[config.mk]
export PLATFORM = sky130hd
export DESIGN_NAME = load_store_unit_flat
export DESIGN_NICKNAME = d
export VERILOG_FILES = /design/src/rtl/load_store_unit_if.sv /design/src/rtl/load_store_unit.sv /design/src/flat_wrapper.sv
export SDC_FILE = /design/constraint.sdc
export NUM_CORES = 1
export LEC_CHECK = 0
export ABC_AREA = 1
export CAP_MARGIN = 20
export CORE_ASPECT_RATIO = 1.4
export CORE_MARGIN = 10
export CORE_UTILIZATION = 50
export CTS_BUF_LIST = sky130_fd_sc_hd__clkbuf_2
export DETAILED_ROUTE_END_ITERATION = 16
export PLACE_DENSITY = 0.93
export SLEW_MARGIN = 5
export SYNTH_ARGS = -nofsm -noshare
export SYNTH_HDL_FRONTEND = slang
export SYNTH_SLANG_ARGS = --single-unit
[constraint.sdc]
create_clock -name clk -period 2.6 [get_ports clk]
set_clock_uncertainty 0.05 [all_clocks]
set_input_delay 0.52 -clock clk [delete_from_list [all_inputs] [get_ports clk]]
set_output_delay 0.52 -clock clk [all_outputs]
set_load 0.02 [all_outputs]
[src/rtl/load_store_unit_if.sv]
// Memory-side bus between the load/store unit (master) and data memory (slave).
interface load_store_unit_if;
  logic        mem_req;
  logic        mem_we;
  logic [31:0] mem_addr;
  logic [31:0] mem_wdata;
  logic [3:0]  mem_be;
  logic [31:0] mem_rdata;
  logic        mem_ack;

  modport master (
    output mem_req, mem_we, mem_addr, mem_wdata, mem_be,
    input  mem_rdata, mem_ack
  );

  modport slave (
    input  mem_req, mem_we, mem_addr, mem_wdata, mem_be,
    output mem_rdata, mem_ack
  );
endinterface

[src/rtl/load_store_unit.sv]
// Load/store unit: aligns and lane-replicates stores, extends loads, and bounds
// every memory access with a timeout.
module load_store_unit #(
  parameter int unsigned TIMEOUT_CYCLES = 16
) (
  input  logic              clk,
  input  logic              rst_n,
  input  logic              req_load,
  input  logic              req_store,
  input  logic [1:0]        store_size,
  input  logic [1:0]        load_size,
  input  logic [2:0]        funct3,
  input  logic [31:0]       addr,
  input  logic [31:0]       wdata,
  output logic [31:0]       rdata_out,
  output logic              stall,
  output logic              done,
  output logic              misaligned,
  output logic              bus_err,
  load_store_unit_if.master mem
);
  localparam int unsigned CNT_W = $clog2(TIMEOUT_CYCLES + 1);

  localparam logic [1:0] S_IDLE = 2'd0;
  localparam logic [1:0] S_REQ  = 2'd1;
  localparam logic [1:0] S_RESP = 2'd2;

  localparam logic [1:0] SZ_B = 2'd0;
  localparam logic [1:0] SZ_H = 2'd1;
  localparam logic [1:0] SZ_W = 2'd2;

  logic [1:0]       state_q, state_d;
  logic [CNT_W-1:0] cnt_q, cnt_d;
  logic [31:0]      addr_q, addr_d;
  logic [31:0]      wdata_q, wdata_d;
  logic [31:0]      rdata_q, rdata_d;
  logic [1:0]       size_q, size_d;
  logic             uns_q, uns_d;
  logic             we_q, we_d;
  logic             bus_err_q, bus_err_d;

  logic [1:0]  req_size;
  logic        req_any;
  logic        req_mis;
  logic        accept;
  logic [7:0]  ld_byte;
  logic [15:0] ld_half;
  logic        unused_funct3;

  assign unused_funct3 = ^funct3[2:1];
  assign req_any       = req_load | req_store;

  // Effective size of the incoming access; a store wins over a simultaneous load.
  always_comb begin
    req_size = SZ_W;
    if (req_store) begin
      case (store_size)
        2'b00:   req_size = SZ_B;
        2'b01:   req_size = SZ_H;
        default: req_size = SZ_W;
      endcase
    end else begin
      case (load_size)
        2'b00:   req_size = SZ_B;
        2'b01:   req_size = SZ_H;
        2'b10:   req_size = SZ_W;
        default: req_size = funct3[0] ? SZ_H : SZ_B;
      endcase
    end
  end

  assign req_mis = ((req_size == SZ_H) && addr[0]) ||
                   ((req_size == SZ_W) && (addr[1:0] != 2'b00));
  assign accept  = (state_q == S_IDLE) && req_any && !req_mis;

  assign ld_byte = mem.mem_rdata[{addr_q[1:0], 3'b000} +: 8];
  assign ld_half = addr_q[1] ? mem.mem_rdata[31:16] : mem.mem_rdata[15:0];

  always_ff @(posedge clk or negedge rst_n) begin
    if (!rst_n) begin
      state_q   <= S_IDLE;
      cnt_q     <= '0;
      addr_q    <= '0;
      wdata_q   <= '0;
      rdata_q   <= '0;
      size_q    <= SZ_B;
      uns_q     <= 1'b0;
      we_q      <= 1'b0;
      bus_err_q <= 1'b0;
    end else begin
      state_q   <= state_d;
      cnt_q     <= cnt_d;
      addr_q    <= addr_d;
      wdata_q   <= wdata_d;
      rdata_q   <= rdata_d;
      size_q    <= size_d;
      uns_q     <= uns_d;
      we_q      <= we_d;
      bus_err_q <= bus_err_d;
    end
  end

  always_comb begin
    state_d       = state_q;
    cnt_d         = cnt_q;
    addr_d        = addr_q;
    wdata_d       = wdata_q;
    rdata_d       = rdata_q;
    size_d        = size_q;
    uns_d         = uns_q;
    we_d          = we_q;
    bus_err_d     = 1'b0;
    stall         = 1'b0;
    done          = 1'b0;
    misaligned    = 1'b0;
    mem.mem_req   = 1'b0;
    mem.mem_we    = 1'b0;
    mem.mem_addr  = '0;
    mem.mem_wdata = '0;
    mem.mem_be    = '0;

    case (state_q)
      S_IDLE: begin
        misaligned = req_any && req_mis;
        if (accept) begin
          stall   = 1'b1;
          state_d = S_REQ;
          cnt_d   = '0;
          addr_d  = addr;
          wdata_d = wdata;
          size_d  = req_size;
          uns_d   = !req_store && (load_size == 2'b11);
          we_d    = req_store;
        end
      end
      S_REQ: begin
        stall        = 1'b1;
        mem.mem_req  = 1'b1;
        mem.mem_we   = we_q;
        mem.mem_addr = {addr_q[31:2], 2'b00};
        mem.mem_be   = 4'b1111;
        if (we_q) begin
          case (size_q)
            SZ_B: begin
              mem.mem_be    = 4'b0001 << addr_q[1:0];
              mem.mem_wdata = {4{wdata_q[7:0]}};
            end
            SZ_H: begin
              mem.mem_be    = addr_q[1] ? 4'b1100 : 4'b0011;
              mem.mem_wdata = {2{wdata_q[15:0]}};
            end
            default: mem.mem_wdata = wdata_q;
          endcase
        end
        cnt_d = cnt_q + CNT_W'(1);
        // An ack in the last allowed cycle takes priority over the timeout.
        if (mem.mem_ack) begin
          state_d = S_RESP;
          if (!we_q) begin
            case (size_q)
              SZ_B:    rdata_d = uns_q ? {24'b0, ld_byte} : {{24{ld_byte[7]}}, ld_byte};
              SZ_H:    rdata_d = uns_q ? {16'b0, ld_half} : {{16{ld_half[15]}}, ld_half};
              default: rdata_d = mem.mem_rdata;
            endcase
          end
        end else if (cnt_q == CNT_W'(TIMEOUT_CYCLES - 1)) begin
          state_d   = S_IDLE;
          bus_err_d = 1'b1;
        end
      end
      S_RESP: begin
        done    = 1'b1;
        state_d = S_IDLE;
      end
      default: state_d = S_IDLE;
    endcase
  end

  assign rdata_out = rdata_q;
  assign bus_err   = bus_err_q;
endmodule

[src/flat_wrapper.sv]
// flat-port wrapper written by rule: the top's interface ports become plain ports
module load_store_unit_flat 
#(
  parameter int unsigned TIMEOUT_CYCLES = 16
)
  (clk, rst_n, req_load, req_store, store_size, load_size, funct3, addr, wdata, rdata_out, stall, done, misaligned, bus_err, mem_mem_req, mem_mem_we, mem_mem_addr, mem_mem_wdata, mem_mem_be, mem_mem_rdata, mem_mem_ack);
  load_store_unit_if mem_i ();
  input  logic clk;
  input  logic rst_n;
  input  logic req_load;
  input  logic req_store;
  input  logic [1:0] store_size;
  input  logic [1:0] load_size;
  input  logic [2:0] funct3;
  input  logic [31:0] addr;
  input  logic [31:0] wdata;
  output logic [31:0] rdata_out;
  output logic stall;
  output logic done;
  output logic misaligned;
  output logic bus_err;
  output wire logic [$bits(mem_i.mem_req)-1:0] mem_mem_req;
  output wire logic [$bits(mem_i.mem_we)-1:0] mem_mem_we;
  output wire logic [$bits(mem_i.mem_addr)-1:0] mem_mem_addr;
  output wire logic [$bits(mem_i.mem_wdata)-1:0] mem_mem_wdata;
  output wire logic [$bits(mem_i.mem_be)-1:0] mem_mem_be;
  input wire logic [$bits(mem_i.mem_rdata)-1:0] mem_mem_rdata;
  input wire logic [$bits(mem_i.mem_ack)-1:0] mem_mem_ack;
  assign mem_mem_req = mem_i.mem_req;
  assign mem_mem_we = mem_i.mem_we;
  assign mem_mem_addr = mem_i.mem_addr;
  assign mem_mem_wdata = mem_i.mem_wdata;
  assign mem_mem_be = mem_i.mem_be;
  assign mem_i.mem_rdata = mem_mem_rdata;
  assign mem_i.mem_ack = mem_mem_ack;
  load_store_unit #(.TIMEOUT_CYCLES(TIMEOUT_CYCLES)) u_core (.clk(clk), .rst_n(rst_n), .req_load(req_load), .req_store(req_store), .store_size(store_size), .load_size(load_size), .funct3(funct3), .addr(addr), .wdata(wdata), .rdata_out(rdata_out), .stall(stall), .done(done), .misaligned(misaligned), .bus_err(bus_err), .mem(mem_i));
endmodule
; Word level (Yosys, flattened, before mapping)
; Index checks and enable logic that the tools add are counted.
[classes]
addsub = 1
n_eq_ne = 12
shift = 2
mux = 31
bitwise = 2
reduce_logical = 19
[op_table]
columns = operator, n
row1 = two-way mux 32 bit, 5
row2 = case mux 32 bit (2 select lines), 2
row3 = indexed part select 32 x 6 -> 8 bit, 1
row4 = two-way mux 16 bit, 1
row5 = two-way mux 4 bit, 3
row6 = "== test 2 x 1 -> 1 bit, second input constant", 5
row7 = case mux 5 bit (2 select lines), 1
row8 = two-way mux 1 bit, 9
row9 = "== test 2 bit, second input constant", 4
row10 = logical NOT 2 bit, 4
row11 = two-way mux 2 bit, 4
row12 = case mux 2 bit (2 select lines), 2
row13 = case mux 4 bit (2 select lines), 1
row14 = logical AND 1 bit, 6
row15 = case mux 2 bit (3 select lines), 1
row16 = AND reduction 2 bit, 3
row17 = "adder 5 x 1 -> 5 bit, second input constant", 1
row18 = "== test 5 x 4 -> 1 bit, second input constant", 1
row19 = two-way mux 5 bit, 1
row20 = nonzero test 2 bit, 2
row21 = "left shift 1 x 2 -> 4 bit, first input constant", 1
row22 = "!= test 3 x 2 -> 1 bit, second input constant", 1
row23 = AND reduction 3 bit, 1
row24 = logical NOT 1 bit, 2
row25 = other kinds (5), 5
[word_totals]
ff_bits = 108
output_inout_bits = 106

; Depth between registers and ports, before layout
; Gate-level depths: netlist of the first run.
[logic_depth]
ltp_word = 10
ltp_mapped = 10
depth_no_buf = 9

; Worst setup path before layout of the first run
; Ideal clock, no wire load.
[synth_timing]
path_type = reg-to-output
startpoint = register u_core.state_q[1]
endpoint = output port mem_mem_wdata[15]
t_arrival_ns = 1.565
required_ns = 2.030
path_slack_ns = 0.465
stages_incl_launch_ff = 7
cell_sequence = dfrtp_1 -> inv_1 -> nand2_1 -> nor2_4 -> inv_2 -> buf_2 -> nor3_1
[synth_via]
elab_chain_cells = 2
[synth_lines]
columns = item, line_no
row1 = "start, declared", load_store_unit.sv:32  ; logic [1:0] state_q, state_d;
row2 = "start signal, assigned", load_store_unit.sv:91  ; state_q <= state_d;
row3 = == test 2 x 1 -> 1 bit, load_store_unit.sv:122  ; case (state_q)
row4 = two-way mux 32 bit, load_store_unit.sv:122
row5 = "end, declared", flat_wrapper.sv:25  ; output wire logic [$bits(mem_i.mem_wdata)-1:0] mem_mem_wdata;
; No other way between the ends.

; Worst setup path after layout of the first run
[layout_timing]
startpoint = register u_core.state_q[1]
endpoint = output port mem_mem_wdata[31]
; Same word-level chain as after synthesis.

==> results.cfg, run 1 <==
[sta]
timing.setup.tns_ps = 0
relSlewSlack_pct = 62.31
finalCriticalPeriod_ps = 2581
tightestPinTransition_ps = 565.3
hold_viol = 0
slew_viol_final = 0
fmax_mhz = 387.5
period_share_pct = 99.26
setup_viol = 0
rsz0062_at_grt = true

[setup_path]
cp_max_fo = 9
worst_ep_required_time_ps = 2030
cp_cell_sequence = inv_2, nand2_4, nor2_4, buf_12, clkinv_4, nor3_2, buf_4
cp_slowest_cell = dfrtp_2
slowest_delay_ps = 500
cp-startpoint = u_core.state_q[1]
worst-path-buf-inv = 4
rr_worst_depth = 7
reg2reg_from = u_core.size_q[1]
r2r_setup_slack_ps = 580
crit_arrival_ps = 2010
worst_setup_path_start_kind = flop
endpoint = mem_mem_wdata[31]
worstSetupEndpointType = primary output
cp_top_family = flip-flops
cp_num_cells = 7
worst-setup-path-type = flop to primary output
r2r_end = u_core.rdata_out[2]

[detailed_routing]
drt_iter0_markers = 298
wl_per_cell_um = 16.24
drc = 0
totalWireLength_um = 18450
ant_nets = 0
vias = 5814
firstDrtPassIters = 4
vias_per_cell = 5.118

[flow_run]
maxCapViolations = 0

[cts]
root_buffer = clkbuf_2
cts_buffer_depth = 2
cts_tree = done
htreeDepth = 3
cts.reportedPaths.clkPinSlew_ps = 280
numCtsBuffers = 9
cts.sinks = 108
clkLatencyLatePin_ps = 610

[final_layout]
drive_above_1_share_pct = 14.43
fin_nets = 1097
final_cell_mix = nand2_1 (171), clkdlybuf4s50_1 (138), inv_1 (120)
stdcell_area_um2 = 8157
multi_input_area_um2 = 2374
mostFrequentLayoutCell = nand2_1
syn2layout_area_growth_pct = 43.72
seqCellArea_um2 = 2708
n_fill_cell = 884

[grt]
grt_pass1_wl_um = 28900
grt_overflow_total = 0
grt_pass1_vias = 5760
grtUsageTotal_pct = 22.66
grt_max_degree = 119
antenna_found_initial = 1

[yosys]
synth_seq_cells = 108
ys_seq_area_share_pct = 47.62
netlist_area_um2 = 5675
synth.distinct_cells = 32
yosysWarningCount = 0
syn_inst = 769
synth.avg_cell_area_um2 = 7.380

[placed_design]
gp_congestion = 0.8368
placed_area_um2 = 7904
dp_hpwl_um = 13740
port_buffers = 209

[power_and_ir_drop]
ir_drop_v = 0.0005010
power_density_nw_per_um2 = 1062
leakagePower_uw = 0.004159

[run_status]
outcome = complete, no violations

[floorplanning]
fp.dieArea_um2 = 16070
coreArea_um2 = 11220
dieWidth_um = 110.0
num_rows = 46
die_y_um = 146.1
start_util_pct = 50.57
io_pins = 214

[min_path]
hold_path_class = input port to asynchronous set/reset pin
==> state kept, by name, indices dropped and copies added (netlist names) <==
register          flops
u_core.state_q        2
u_core.wdata_q       32
u_core.cnt_q          5
u_core.bus_err        1
u_core.we_q           1
u_core.size_q         2
u_core.addr_q        32
u_core.rdata_out     32
u_core.uns_q          1
==> area by class of cell <==
| class | count | share of cell area [%] |
|---|---|---|
| Tap cell | 144 | 2.209 |
| Timing Repair inverter | 2 | 0.1381 |
| Inverter | 128 | 6.075 |
| Timing Repair Buffer | 246 | 27.87 |
| Clock inverter | 5 | 0.7670 |
| Antenna cell | 1 | 0.03068 |
| Multi-Input combinational cell | 492 | 29.10 |
| Sequential cell | 108 | 33.20 |
| Clock buffer | 10 | 0.6136 |
==> where the power goes <==
part / switching [uW] / internal [uW] / total [uW] / leakage [uW]
combinational: 2950 / 1920 / 4870 / 0.00278
clock: 572 / 225 / 797 / 0.0000646
sequential: 552 / 2450 / 3000 / 0.00132
==> per-stage QoR <==
stage | utilization (%) | total power (uW) | hold WS [ps] | instances | worst slack (ps)
final | 72.68 | 8663 | 222.2 | 1136 | 19.14
after floorplan | - | 5770 | 174.4 | 770 | 465.3
after detailed placement | 70.42 | 7716 | 365.9 | 1105 | -200.8
after CTS | 71.01 | 8438 | 192.1 | 1127 | -99.26
after global routing | 72.68 | 9341 | 198.3 | 1136 | -89.87
after global placement | 70.42 | 7543 | 361.0 | 1105 | -183.6
==> layer usage <==
layer / track usage, % / vias up / routed length, um
met2: 38.11 / 257 / 9354
met4: 12.86 / 0 / 1000
met1: 25.03 / 2698 / 6656
met5: 0 / - / 0
met3: 5.507 / 62 / 1436
li1: - / 2797 / -
==> cell families after synthesis <==
| group | synth area share, % |
|---|---|
| AND/OR/NAND/NOR | 23.57 |
| flip-flops | 47.62 |
| AO/OA/AOI/OAI | 15.17 |
| other | 0.06607 |
| buffers and inverters | 13.14 |
| adder cells (fa/ha/maj) | 0.4408 |
==> Yosys cell counts <==
cell        n  share of area, %
inv_2       5              0.33
a21boi_0    1              0.13
conb_1      1             0.066
nand2_2     1              0.11
o21ai_0    69               6.1
nand3_1    21               1.9
clkbuf_1   15              0.99
buf_1       1             0.066
a31oi_1     1              0.11
nor2_2      1              0.11
nor2_4      2              0.40
nor2_1    116               7.7
inv_1     122               8.1
o31ai_1     1              0.13
or2_2       4              0.44
inv_6       1              0.15
o22ai_1     9              0.99
buf_4       3              0.40
dfrtp_1   108                48
buf_2      12               1.1
a21oi_1    48               4.2
a21oi_2    10               1.5
ha_1        2              0.44
nor2_8      1              0.35
clkbuf_2    1             0.088
nor3_1      4              0.35
nand2_1   172                11
o21ai_1    22               1.9
buf_6      10               2.0
nand2_4     1              0.20
nor3_2      1              0.18
nand3_2     3              0.53
==> what timing repair did <==
item                                    CTS  global route
pin swaps                                 0             7
gates resized for setup                 171            70
hold buffers                              1             0
gates cloned                              1             1
buffers inserted                          5             7
endpoints found under the setup margin   70            68
endpoints found under the hold margin    17             0
==> worst min path at each step <==
stage	slack, ps	cells after the start	startpoint	to
2_1_floorplan	170	0	rst_n	u_core.addr_q[0]
3_3_place_gp	360	1	rst_n	u_core.wdata_q[27]
3_5_place_dp	370	1	rst_n	u_core.wdata_q[27]
4_1_cts	190	2	rst_n	u_core.wdata_q[15]
5_1_grt	200	2	rst_n	u_core.wdata_q[31]
6_report	220	2	rst_n	u_core.wdata_q[15]
(Power assumes the default switching activity.)
==> run 2, diff against run 1 <==
--- a/config.mk
+++ b/config.mk
@@ -9,10 +9,10 @@
 export CAP_MARGIN = 20
 export CORE_ASPECT_RATIO = 1.4
 export CORE_MARGIN = 10
-export CORE_UTILIZATION = 50
+export CORE_UTILIZATION = 45
 export CTS_BUF_LIST = sky130_fd_sc_hd__clkbuf_2
 export DETAILED_ROUTE_END_ITERATION = 16
-export PLACE_DENSITY = 0.93
+export PLACE_DENSITY = 0.85
 export SLEW_MARGIN = 5
 export SYNTH_ARGS = -nofsm -noshare
 export SYNTH_HDL_FRONTEND = slang
==> run 2 against run 1 <==
Against the previous run:
- global-route usage fell by 2.9 points
- critical path depth fell by 1
- worst setup slack gained 120 ps
- register-to-register slack better by 80 ps
- wire length shrank 4.6%
- largest power group unchanged
- sequential cell count stayed put
==> results.cfg, run 2 (synthesized netlist as in run 1, its figures left out) <==
[sta]
timing.setup.tns_ps = 0
fmax_mhz = 407.1
relSlewSlack_pct = 59.45
period_share_pct = 94.47
hold_viol = 0
tightestPinTransition_ps = 608.2
setup_viol = 0
rsz0062_at_grt = false
slew_viol_final = 0
finalCriticalPeriod_ps = 2456

[floorplanning]
die_y_um = 152.9
dieWidth_um = 114.9
coreArea_um2 = 12370
num_rows = 48
io_pins = 214
start_util_pct = 45.87
fp.dieArea_um2 = 17570

[power_and_ir_drop]
leakagePower_uw = 0.004085
ir_drop_v = 0.0004492
power_density_nw_per_um2 = 1049

[placed_design]
dp_hpwl_um = 13400
placed_area_um2 = 7886
gp_congestion = 0.8473
port_buffers = 209

[setup_path]
crit_arrival_ps = 1890
worst_ep_required_time_ps = 2030
cp_max_fo = 4
cp_slowest_cell = dfrtp_1
worst_setup_path_start_kind = flop
slowest_delay_ps = 450
worst-setup-path-type = flop to primary output
worstSetupEndpointType = primary output
cp_cell_sequence = inv_1, nand2_4, nor2_2, o21ai_1, nor2_1, clkdlybuf4s15_2
rr_worst_depth = 6

[detailed_routing]
wl_per_cell_um = 15.57
ant_nets = 0
drc = 0
totalWireLength_um = 17600
vias = 5492
drt_iter0_markers = 292
vias_per_cell = 4.860
firstDrtPassIters = 5

[cts]
numCtsBuffers = 9
cts_buffer_depth = 2
clkLatencyLatePin_ps = 540
htreeDepth = 3
cts.sinks = 108
cts.reportedPaths.clkPinSlew_ps = 270
root_buffer = clkbuf_2
cts_tree = done

[flow_run]
maxCapViolations = 0

[final_layout]
final_cell_mix = nand2_1 (171), clkdlybuf4s50_1 (138), inv_1 (121)
syn2layout_area_growth_pct = 39.29
mostFrequentLayoutCell = nand2_1
fin_nets = 1084
drive_above_1_share_pct = 11.03
stdcell_area_um2 = 7905
seqCellArea_um2 = 2705
n_fill_cell = 1122
multi_input_area_um2 = 2273

[min_path]
hold_depth = 3
hold_path_class = input port to flop

[grt]
grt_overflow_total = 0
grt_max_degree = 99
antenna_found_initial = 1
grt_pass1_vias = 5429
grtUsageTotal_pct = 19.72
grt_pass1_wl_um = 28260

[run_status]
outcome = complete, no violations
[run 2: cell types whose count changed in the layout (fill, tap and decap cells not counted), moves of 3 or more]
cell             change
o21ai_1              +3
clkbuf_2            +13
o21ai_4              -4
clkdlybuf4s15_1      -6
dlygate4sd2_1       +10
o22ai_1              +3
buf_2                -5
o22ai_2              -3
nor2_1               +6
buf_6                -8
nor2_2               -4
buf_4               -15
[run 2: per-layer routing]
metal	global-route usage, %	share of wire [%]	routed length [um]	vias to the layer above
li1	-	-	-	2780
met1	22.63	39	6848	2515
met2	34.30	52	9091	176
met3	4.700	6.9	1222	21
met4	7.092	2.5	436	0
met5	0	0	0	-
[run 2: final cells by class]
| cell class | instances | area share (%) |
|---|---|---|
| inverters | 128 | 6.236 |
| repair buffers | 234 | 27.02 |
| diodes | 1 | 0.03166 |
| clock inverters | 5 | 0.6648 |
| well taps | 150 | 2.374 |
| clock buffers | 11 | 0.6964 |
| multi-input cells | 493 | 28.76 |
| flip-flops and latches | 108 | 34.22 |
[run 2: where the power goes]
| part | total (uW) | internal, uW | switching (uW) |
|---|---|---|---|
| logic | 4560 | 1760 | 2800 |
| clock network | 759 | 223 | 536 |
| registers | 2970 | 2440 | 529 |
[run 2: final timing paths]
path	start	endpoint	slack, ps
max	u_core.state_q[1]	mem_mem_wdata[24]	140
min	wdata[15]	u_core.wdata_q[15]	420
max reg2reg	u_core.size_q[1]	u_core.rdata_out[4]	660
min reg2reg	u_core.addr_q[20]	u_core.addr_q[20]	470
max in group asynchronous	rst_n	u_core.state_q[1]	1320
min in group asynchronous	rst_n	u_core.wdata_q[27]	430
[run 2: timing repair]
item	in CTS	in global routing
endpoints found under the setup margin	69	43
hold endpoints to repair	42	0
gates cloned	1	0
resized for setup	117	56
hold buffers	1	0
setup buffers	3	2
pin swaps	1	1
[run 2: worst max-delay path: cells and delay by family (launching register included)]
kind | cells | cell delay (ps)
buffers and inverters | 2 | 410
flip-flops | 1 | 450
AND/OR/NAND/NOR | 3 | 380
AO/OA/AOI/OAI | 1 | 120
[run 2: through the flow]
| stage | instances | hold WS (ps) | utilization (%) | total power (uW) | setup WS (ps) |
|---|---|---|---|---|---|
| 2_1_floorplan | 770 | 174.4 | - | 5770 | 465.3 |
| 3_3_place_gp | 1106 | 415.3 | 63.74 | 7575 | -176.8 |
| 3_5_place_dp | 1106 | 418.1 | 63.74 | 7700 | -207.3 |
| 4_1_cts | 1127 | 361.6 | 64.55 | 8357 | 3.323 |
| 5_1_grt | 1130 | 336.9 | 63.90 | 8981 | 2.838 |
| 6_report | 1130 | 415.9 | 63.90 | 8291 | 143.7 |
==> RTL edit 1: new RTL, settings of run 1 <==
Make the reset (`rst_n`) synchronous in one clocked block.
--- a/src/rtl/load_store_unit.sv
+++ b/src/rtl/load_store_unit.sv
@@ -77,5 +77,5 @@
   assign ld_half = addr_q[1] ? mem.mem_rdata[31:16] : mem.mem_rdata[15:0];
 
-  always_ff @(posedge clk or negedge rst_n) begin
+  always_ff @(posedge clk) begin
     if (!rst_n) begin
       state_q   <= S_IDLE;
Formal check against the unedited RTL: differs if rst_n is asserted again (counterexample within 4 cycles, from zero or initial values and one cycle with rst_n low); with rst_n held inactive, the same outputs for 4 cycles.
==> RTL edit 1 against run 1 <==
- utilization rose by 0.10 points
- sequential cell count did not move
- worst setup slack improved by 0.038 ns
- routed wire length fell by 3.6%
- synthesized area fell by 7.4%
- cell count rose by 2.4%
- final area fell by 7.7%
Power is not compared: it rests on default switching activity, and its combinational part moved more than twofold at a synthesized area within 25%.
==> RTL edit 1: results (changes against run 1) <==
[route]
dr.first_iter.drc_count=307  ; +3.0%
drt-met1-wl_mm=7.00  ; +5.1%
firstDrtPassIters=5  ; +1
wl_per_cell_um=15.3  ; -5.8%
wl_met3_mm=1.05  ; -27%
vias=5834  ; +0.34%
dr_wl_met2_mm=9.06  ; -3.2%
viasPerCell=5.02  ; -2.0%

[placement]
dp_cells=1141  ; +3.3%
detailed_place_hpwl_mm=13.3  ; -3.2%
placed_area_sq_um=7490  ; -5.3%
post-place-ws_ns=-0.258  ; -0.0571 ns
place_congestion=0.892  ; +6.6%
portBuffers=209  ; unchanged

[global_routing]
grtUsageMet2_pct=38.4  ; +0.29 points
met1_usage_pct=25.4  ; +0.38 points
antenna_found_initial=1  ; unchanged
globalRouteMet3Util_pct=5.44  ; -0.067 points
grtUsageTotal_pct=22.4  ; -0.27 points
grt_max_degree=80  ; -33%
grt_pass1_wl_mm=27.7  ; -4.2%
grt_pass1_vias=5478  ; -4.9%

[final_layout]
drive_gt1_share_pct=9.67  ; -4.8 points

[synthesis]
synth_compound_area_share_pct=13.7  ; -1.4 points
yosys-top-cells-area=dfxtp_1, nand2_1, nor2_1, a21oi_1, inv_1
syn-mean-instance-area_sq_um=6.38  ; -14%
async_flop_share_pct=0  ; -100 points
synthAdderAreaFrac_pct=0.476  ; +0.035 points
ys_seq_area_share_pct=41.2  ; -6.5 points
yosysUniqueCellTypes=33  ; +3.1%
synthMuxAreaShare_pct=0  ; unchanged
synth.top_cells.by_count=nand2_1, nor2_1, dfxtp_1

[cts]
postCtsResizedCells=173  ; +1.2%
cts_buffers=9  ; unchanged
cts_buffer_depth=2  ; unchanged
clockRootBuffer=clkbuf_2
post_cts_buffers=4  ; -1

[min_path]
hold_class=input pin to flop

[power]
p_sw_mw=1.37
p_comb_share_pct=31.5
seq_power_mw=1.89

[worst_setup_path]
critical_path.max_fanout=7  ; -2
worst_path_largest_cell_delay_ns=0.39  ; -0.11 ns
crit_arrival_ns=1.97  ; -0.04 ns
r2r_setup_slack_ns=0.61  ; +0.03 ns
path_delay_family=buffers and inverters
crit_path_top_delay_cell=dfxtp_2

[timing]
whs_ns=0.238  ; +0.0159 ns
slew_headroom_pct=54.0  ; -8.3 points
min_period_ns=2.54  ; -0.0378 ns

[run_status]
status=finished clean

[RTL edit 1: final cells by class]
| class | count | area [sq um] |
|---|---|---|
| antenna | 1 | 2.50 |
| clock buffer | 9 | 45.0 |
| clock inverter | 7 | 67.6 |
| fill | 897 | 2820 |
| inverter | 81 | 307 |
| multi-input combinational | 582 | 2600 |
| sequential | 108 | 2170 |
| tap | 138 | 173 |
| timing repair buffer | 237 | 2170 |
[RTL edit 1: kinds of logic after synthesis]
family / Yosys count
flip-flops: 108
AO/OA/AOI/OAI: 134
AND/OR/NAND/NOR: 444
other: 1
adder cells (fa/ha/maj): 2
buffers and inverters: 135
[RTL edit 1: final timing paths]
path,startpoint,end,depth (start not counted)
setup reg to reg,u_core.state_q[1],u_core.size_q[1],8
hold / removal,rst_n,u_core.addr_q[1],3
setup / recovery,u_core.state_q[1],mem_mem_wdata[25],7
hold reg to reg,u_core.wdata_q[22],u_core.wdata_q[22],2
==> RTL edit 2: new RTL, flow settings as in run 1 <==
Made on the original files. `TIMEOUT_CYCLES` is set to 16 in 2 places; all go to 8.
--- a/src/rtl/load_store_unit.sv
+++ b/src/rtl/load_store_unit.sv
@@ -2,5 +2,5 @@
 // every memory access with a timeout.
 module load_store_unit #(
-  parameter int unsigned TIMEOUT_CYCLES = 16
+  parameter int unsigned TIMEOUT_CYCLES = 8
 ) (
   input  logic              clk,
--- a/src/flat_wrapper.sv
+++ b/src/flat_wrapper.sv
@@ -2,5 +2,5 @@
 module load_store_unit_flat 
 #(
-  parameter int unsigned TIMEOUT_CYCLES = 16
+  parameter int unsigned TIMEOUT_CYCLES = 8
 )
   (clk, rst_n, req_load, req_store, store_size, load_size, funct3, addr, wdata, rdata_out, stall, done, misaligned, bus_err, mem_mem_req, mem_mem_we, mem_mem_addr, mem_mem_wdata, mem_mem_be, mem_mem_rdata, mem_mem_ack);
Check against the original RTL: no difference found for any inputs over 4 cycles, from zero or initial values and one cycle with rst_n low; that may be too few to reach the edited logic, so the function may still have changed.
==> RTL edit 2 against run 1 <==
- register-to-register slack improved by 0.16 ns
- cell count decreased by 3.2%
- combinational power decreased by 3%
- worst setup slack improved by 0.067 ns
- largest cell class unchanged
- routed wire length decreased by 6.1%
- count of clock-buffer cells in the layout unchanged
- synthesized cell count decreased by 2.3%
- critical path depth decreased by 1
- critical endpoint is now mem_mem_wdata[15]
- final area decreased by 3.4%
- total power decreased by 2.3%
- sequential cell count decreased by 1
- synthesized area decreased by 0.99%
==> RTL edit 2: results (changes against run 1) <==
[route]
drt_wl_total_mm=17.3  ; -6.1%
wl_per_cell_um=15.7  ; -3.0%
viasPerCell=5.02  ; -1.8%
dr.first_iter.drc_count=342  ; +15%
firstDrtPassIters=5  ; +1

[placement]
post-place-ws_ns=-0.243  ; -0.0420 ns
place_congestion=0.860  ; +2.8%
placed_area_sq_um=7840  ; -0.82%
portBuffers=209  ; unchanged
detailed_place_hpwl_mm=13.3  ; -3.4%

[synthesis]
yosys-top-cells-area=dfrtp_1, nand2_1, inv_1, nor2_1, o21ai_1
ys_seq_elements=107  ; -0.93%
yosysUniqueCellTypes=31  ; -3.1%
syn-mean-instance-area_sq_um=7.48  ; +1.4%
ys_seq_area_share_pct=47.7  ; about the same
synthAdderAreaFrac_pct=0.223  ; -0.22 points
synth_area_sq_um=5620  ; -0.99%
synth.top_cells.by_count=nand2_1, inv_1, dfrtp_1, nor2_1, o21ai_1
synth_compound_area_share_pct=15.5  ; +0.33 points

[worst_setup_path]
crit_arrival_ns=1.94  ; -0.07 ns
r2r_cells=6  ; -1
critical_path.max_fanout=12  ; +3

[final_layout]
drive_gt1_share_pct=12.4  ; -2.0 points
seq_area_sq_um=2680  ; -0.97%
fin_nets=1062  ; -3.2%
buffers=233  ; -5.3%
nMultiInputCombCells=481  ; -2.2%
inv_count=121  ; -6.9%
n_clock_buffer=10  ; unchanged
area_growth_pct=40.3
clk_share_pct=1.48  ; +0.096 points
nonClkBufAreaFrac_pct=27.8  ; -0.095 points
final.fill_count=880  ; -0.45%
diodes=1  ; unchanged
multiInputGateArea_sq_um=2250  ; -5.1%

[global_routing]
grt_max_degree=101  ; -15%
grtUsageTotal_pct=21.6  ; -1.1 points
grt_pass1_vias=5464  ; -5.1%

[power]
clock_power_share_pct=9.4  ; +0.2 points
seq_power_mw=2.94  ; -2%
p_sw_mw=3.95  ; -3.0%
ir_drop_v=0.000498  ; -0.56%
fin_total_pwr_mw=8.46  ; -2.3%
power.leakage_nw=3.97  ; -4.4%

[cts]
clkSlewWorstSetupHoldPaths_ns=0.28  ; about the same
post_cts_buffers=2  ; -3
postCtsResizedCells=144  ; -16%

[run_status]
status=finished clean

==> RTL edit 2: cell types whose count changed in the layout (fill, tap and decap cells not counted), moves of 8 or more <==
cell           change
buf_4             -10
clkbuf_2           +8
dlygate4sd2_1      -8
inv_1              -8
nand2_1           -10
o21ai_0           -46
o21ai_1           +50
==> RTL edit 2: routing by layer <==
layer | global-route usage, % | vias to the layer above | routed length, um
met5 | 0 | - | 0
met4 | 9.46 | 0 | 578
met3 | 5.31 | 35 | 1270
met2 | 38.3 | 203 | 9170
met1 | 23.1 | 2564 | 6310
li1 | - | 2724 | -
==> RTL edit 2: final timing paths <==
check                                      from              endpoint  slack (ns)
setup / recovery              u_core.state_q[1]     mem_mem_wdata[15]        0.09
hold / removal                            rst_n    u_core.wdata_q[25]        0.29
setup reg to reg               u_core.size_q[1]  u_core.rdata_out[17]        0.74
hold reg to reg            u_core.rdata_out[13]  u_core.rdata_out[13]        0.47
max in group asynchronous                 rst_n     u_core.state_q[0]        1.61
min in group clk                       addr[18]     u_core.addr_q[18]        0.34
